**src/rtl/universal_shift_reg.sv**
```systemverilog
// Universal shift register: shift left/right, rotate left/right, arithmetic
// shift right, parallel load and clear. A wrapping shift counter raises a
// one-cycle done pulse on every WIDTH-th shift op so the block can serialise
// or deserialise a full word without extra control logic.
module universal_shift_reg #(
   parameter int               WIDTH     = 8,
   parameter logic [WIDTH-1:0] RESET_VAL = {WIDTH{1'b0}},
   parameter int               CW        = $clog2(WIDTH)
) (
   input  logic             clk,
   input  logic             rstn,
   input  logic             en,
   input  logic [2:0]       mode,
   input  logic             sil,
   input  logic             sir,
   input  logic [WIDTH-1:0] pdata,
   output logic [WIDTH-1:0] q,
   output logic             sol,
   output logic             sor,
   output logic [CW-1:0]    cnt,
   output logic             done
);

   localparam logic [2:0] MODE_HOLD  = 3'b000;
   localparam logic [2:0] MODE_SHL   = 3'b001;
   localparam logic [2:0] MODE_SHR   = 3'b010;
   localparam logic [2:0] MODE_ROL   = 3'b011;
   localparam logic [2:0] MODE_ROR   = 3'b100;
   localparam logic [2:0] MODE_LOAD  = 3'b101;
   localparam logic [2:0] MODE_CLR   = 3'b110;
   localparam logic [2:0] MODE_ASR   = 3'b111;

   // Last count value before the counter wraps and done fires.
   localparam logic [CW-1:0] CNT_MAX  = CW'(WIDTH - 1);
   localparam logic [CW-1:0] CNT_ONE  = CW'(1);
   localparam logic [CW-1:0] CNT_ZERO = {CW{1'b0}};

   logic [WIDTH-1:0] q_q;
   logic [WIDTH-1:0] q_d;
   logic [CW-1:0]    cnt_q;
   logic [CW-1:0]    cnt_d;
   logic             done_q;
   logic             done_d;

   // Next-state data path and shift counter for the selected operation.
   always_comb begin
      q_d    = q_q;
      cnt_d  = cnt_q;
      done_d = 1'b0;
      if (en) begin
         case (mode)
            MODE_HOLD: q_d = q_q;
            MODE_SHL:  q_d = {q_q[WIDTH-2:0], sil};
            MODE_SHR:  q_d = {sir, q_q[WIDTH-1:1]};
            MODE_ROL:  q_d = {q_q[WIDTH-2:0], q_q[WIDTH-1]};
            MODE_ROR:  q_d = {q_q[0], q_q[WIDTH-1:1]};
            MODE_LOAD: q_d = pdata;
            MODE_CLR:  q_d = {WIDTH{1'b0}};
            MODE_ASR:  q_d = {q_q[WIDTH-1], q_q[WIDTH-1:1]};
            default:   q_d = q_q;
         endcase
         case (mode)
            MODE_SHL, MODE_SHR, MODE_ROL, MODE_ROR, MODE_ASR: begin
               // Every shift op counts, regardless of direction.
               if (cnt_q == CNT_MAX) begin
                  cnt_d  = CNT_ZERO;
                  done_d = 1'b1;
               end else begin
                  cnt_d  = cnt_q + CNT_ONE;
                  done_d = 1'b0;
               end
            end
            MODE_LOAD, MODE_CLR: begin
               cnt_d  = CNT_ZERO;
               done_d = 1'b0;
            end
            MODE_HOLD: begin
               cnt_d  = cnt_q;
               done_d = 1'b0;
            end
            default: begin
               cnt_d  = cnt_q;
               done_d = 1'b0;
            end
         endcase
      end else begin
         q_d    = q_q;
         cnt_d  = cnt_q;
         done_d = 1'b0;
      end
   end

   // State registers; reset aborts any word in progress and drops pending done.
   always_ff @(posedge clk or negedge rstn) begin
      if (!rstn) begin
         q_q    <= RESET_VAL;
         cnt_q  <= CNT_ZERO;
         done_q <= 1'b0;
      end else begin
         q_q    <= q_d;
         cnt_q  <= cnt_d;
         done_q <= done_d;
      end
   end

   assign q    = q_q;
   assign sol  = q_q[WIDTH-1];
   assign sor  = q_q[0];
   assign cnt  = cnt_q;
   assign done = done_q;

endmodule
```
**config.mk**
```make
export PLATFORM = sky130hd
export DESIGN_NAME = universal_shift_reg
export DESIGN_NICKNAME = d
export VERILOG_FILES = /design/src/rtl/universal_shift_reg.sv
export SDC_FILE = /design/constraint.sdc
export NUM_CORES = 1
export LEC_CHECK = 0
export BUFFER_PORTS_ARGS = -buffer_cell sky130_fd_sc_hd__buf_4
export CORE_MARGIN = 1.5
export CORE_UTILIZATION = 35
export CTS_BUF_LIST = sky130_fd_sc_hd__clkbuf_4 sky130_fd_sc_hd__clkbuf_8 sky130_fd_sc_hd__clkbuf_16
export DETAILED_ROUTE_END_ITERATION = 6
export HOLD_SLACK_MARGIN = 0.1
export PLACE_DENSITY_LB_ADDON = 0.15
export RECOVER_POWER = 50
export SLEW_MARGIN = 10
export SYNTH_ARGS = -nofsm -noshare
export SYNTH_HDL_FRONTEND = slang
export SYNTH_SLANG_ARGS = --single-unit
export TNS_END_PERCENT = 100
```
**constraint.sdc**
```tcl
create_clock -name clk -period 2.8 [get_ports clk]
set_input_delay 0.28 -clock clk [delete_from_list [all_inputs] [get_ports clk]]
set_output_delay 0.28 -clock clk [all_outputs]
set_load 0.02 [all_outputs]
```
After elaboration in Yosys (flattened, before gate mapping)
Cells that the tools add are included.

Register bits after elaboration: 12. Output and inout port bits: 14.

Add/subtract/negate cells: 1. Eq/ne operators: 8. Mux-type cells: 6. Bitwise operators: 2. Reductions and logical operators: 6.

Operators with widths (count): $pmux W8 S7 (1); $eq A3 B3 Y1 const B (5); $eq A3 B2 Y1 const B (2); $pmux W3 S2 (1); $reduce_or A5 Y1 (1); $add A3 B1 Y3 const B (1); $eq A3 B1 Y1 const B (1); $logic_not A3 Y1 (1); $mux W3 (1); $reduce_and A3 Y1 (1); $reduce_or A3 Y1 (1); $mux W1 (2); $not A1 Y1 (2); $pmux W1 S2 (1); $reduce_and A2 Y1 (1); $reduce_or A2 Y1 (1).

Longest topological paths before layout
Depth in word-level cells: 4. Mapped depth: 5. Mapped depth without buffers: 4.

Least setup slack after synthesis
OpenSTA, ideal clock, no wires.

Kind: register -> register. Start: reg cnt_q[0], in the netlist cnt[0]. End: reg cnt_q[2], in the netlist cnt[2]. Setup time: 0.121 ns. Arrival: 1.124 ns. Setup slack: 1.555 ns. Stages on the path, launching flop included: 4. Buffers on the path: 0. Cells stage by stage: dfrtp_1 ha_1 ha_1 a22o_1.

Word-level cells in the longest chain between the ends: 3. Elaborated cells on any way between the ends: 4.

Ends and longest elaborated chain: start, declared (line 40) `logic [CW-1:0] cnt_q;`; start signal, assigned (line 101) `cnt_q <= cnt_d;`; $add A3 B1 Y3 / $eq A3 B3 Y1 (equally long branches) (line 69, 65); $mux W3 (*) (line 65) `if (cnt_q == CNT_MAX) begin`; $pmux W3 S2 (*) (line 62) `case (mode)`.

Every way passes the cells marked *; elsewhere a longest branch is shown, timed or not. A chain may end at the register's enable or synchronous reset.

Final worst setup path
Start: in mode[2]. End: reg q_q[0], in the netlist q[0].

Word-level cells in the longest chain between the ends: 3. Elaborated cells on any way between the ends: 11.

Ends and longest elaborated chain: start, declared (line 13) `input logic [2:0] mode,`; branches (longest 3 deep; another with $pmux W8 S7); end signal, assigned (line 100) `q_q <= q_d;`; end, declared (line 38) `logic [WIDTH-1:0] q_q;`.

Parallel ways; which one is timed is not known.

==> reports/qor.yml <==
diodes: 0
htree_levels: 1
yosysTopAreaCell: "dfrtp_1"
syn_area_um2: 860
p_per_area_nw_per_um2: 588
synthTopCellsByArea: "dfrtp_1 (35%), o32a_1 (8.2%), o2bb2ai_1 (6.1%)"
p_leak_uw: 0.000487
cts_buffers: 3
cts_tree: "done"
syn_inst: 97
holdBufCountCts: 1
drive_above_1_share_pct: 26.4
start_util_pct: 38.1
grtUsageTotal_pct: 15.4
ir_drop_mv: 0.262
yosys.area.top_type_share_pct: 34.9
io_buffers: 29
fin_cells: 149
synth_nets: 115
avgSynthCellArea_um2: 8.86
io_pins: 30
post-route-min-period_ns: 1.65
drv_cap: 0
period_share_pct: 58.8
finalClockSkew_ns: 0.00672
path_delay_family: "buffers and inverters"
status: "finished, final reports clean"
path_buf_inv: 1
hold_path.class: "input pin to flip-flop"
clk_pin_slew_ns: 0.08
gr-total-overflow: 0
worst-setup-path-type: "input pin to flip-flop"
drcViolationCount: 0
fin_ws_ns: 1.15
area_growth_pct: 25.3
synth_cell_types: 30
dr.pass1.iters: 4
cp_cell_sequence: "clkbuf_1 > o31a_1 > mux2i_1 > a21oi_1"
endpoint_kind: "flip-flop"
finalHoldViolations: 0
cts_resized: 0
cts_buffer_depth: 2
grt_max_degree: 27
grt_pass1_wl_um: 3100
ant_nets: 0
fin_area_um2: 1080
grt_pass1_vias: 634
die_area_um2: 2760
vias_per_cell: 5.58
insertion_delay_ns: 0.28
row_count: 17
vias: 831
place_hpwl_um: 1400
core_area_um2: 2250
required_ns: 2.96
slowest_delay_ns: 0.74
setup_viol: 0
dp_slack_ns: 1.36
max_slew.worst_pin.slew_ns: 1.03
gp_congestion: 0.734
antenna_found_initial: 0
placed_cell_area_um2: 1050
tns_ns: 0
ys_ff_latch: 12
cts_setup_buffers: 0
drt-total-wl_um: 2020
setup.worst_path.start_class: "input pin"
drtIter0Drc: 15
fmaxAchievable_mhz: 608
yosys_warnings: 0
routedWlPerCell_um: 13.6
slowest_stage: "clkbuf_1"
arrival_ns: 1.80
rsz0062_at_grt: "false"
ys_seq_area_share_pct: 34.9
crit_path_max_fanout: 26
cts.sinks: 12
die_y_um: 52.6
cts_root_buf: "clkbuf_4"
place_inst: 144
nets: 140
final_common_cell: "buf_4"
relSlewSlack_pct: 31.3
report.final.slew_viol_count: 0
final_util_pct: 47.8
final_cell_mix: "buf_4 (24), nand2_1 (13), dfrtp_1 (12)"
dieWidth_um: 52.6
[logic make-up after synthesis]
family	synth area share (%)
buf+inv	10.8
xor+xnor	1.89
mux	1.16
fa+ha+maj	2.91
flops	34.9
simple gates	14.7
compound gates	33.6
[Yosys cell counts (all sizes together)]
cell type,number
or2,1
o31ai,1
and4,1
a22o,3
o21ai,7
o2bb2ai,6
buf,10
or3,1
nor3b,2
dfrtp,12
a31oi,2
nor2,2
inv,8
a311oi,1
a21boi,1
o31a,1
nand3b,1
nand2,13
a221o,1
nand3,1
o32a,7
mux2i,1
and2,1
xor2,1
a21oi,9
ha,2
nor4bb,1
[registers in the layout, summed over array words and instances (netlist names)]
signal / flops
done: 1
q: 8
cnt: 3
[layer usage]
metal / vias to the layer above / global-route usage (%) / part of all wire, % / wire, µm
li1: 409 / - / - / -
met4: 0 / 6.41 / 1.0 / 21
met3: 4 / 3.43 / 6.7 / 136
met1: 384 / 22.6 / 50 / 1000
met5: - / 0 / 0 / 0
met2: 34 / 21.3 / 43 / 861
[worst reg2reg max path: cells and delay by family (launching register included)]
family	cells	cell delay [ns]
adders and majority gates	2	0.47
DFF	1	0.41
AOI/OAI and AO/OA	1	0.20
[area by class of cell]
class / instances / area [µm²]
Fill cell: 239 / 1180
Inverter: 8 / 30.0
Sequential cell: 12 / 300
Clock buffer: 4 / 36.3
Timing Repair Buffer: 30 / 209
Multi-Input combinational cell: 67 / 467
Tap cell: 28 / 35.0
[power breakdown]
part | total, µW | switching [µW] | internal [µW]
Sequential | 252 | 41.8 | 210
Combinational | 241 | 131 | 109
Clock | 142 | 62.6 | 79.0
Total | 634 | 236 | 398
[per-stage QoR]
step           hold WS (ns)  power (µW)
6_report              0.256         634
3_5_place_dp          0.131         509
4_1_cts               0.255         653
5_1_grt               0.249         676
3_3_place_gp          0.131         507
2_1_floorplan       -0.0156         408
[path summary, 6_finish.rpt]
path                                     from  slack, ns  cells after the start                 end
min in group asynchronous                rstn       0.55                      2    q[5]$_DFFE_PN0P_
setup / recovery                      mode[2]       1.15                      4    q[0]$_DFFE_PN0P_
setup reg to reg           cnt[0]$_DFFE_PN0P_       1.61                      3  cnt[2]$_DFFE_PN0P_
hold reg to reg            cnt[2]$_DFFE_PN0P_       0.55                      1  cnt[2]$_DFFE_PN0P_
hold / removal                             en       0.26                      2    q[7]$_DFFE_PN0P_
max in group asynchronous                rstn       1.82                      2  cnt[0]$_DFFE_PN0P_
No activity file was read; power rests on OpenSTA's default activity.
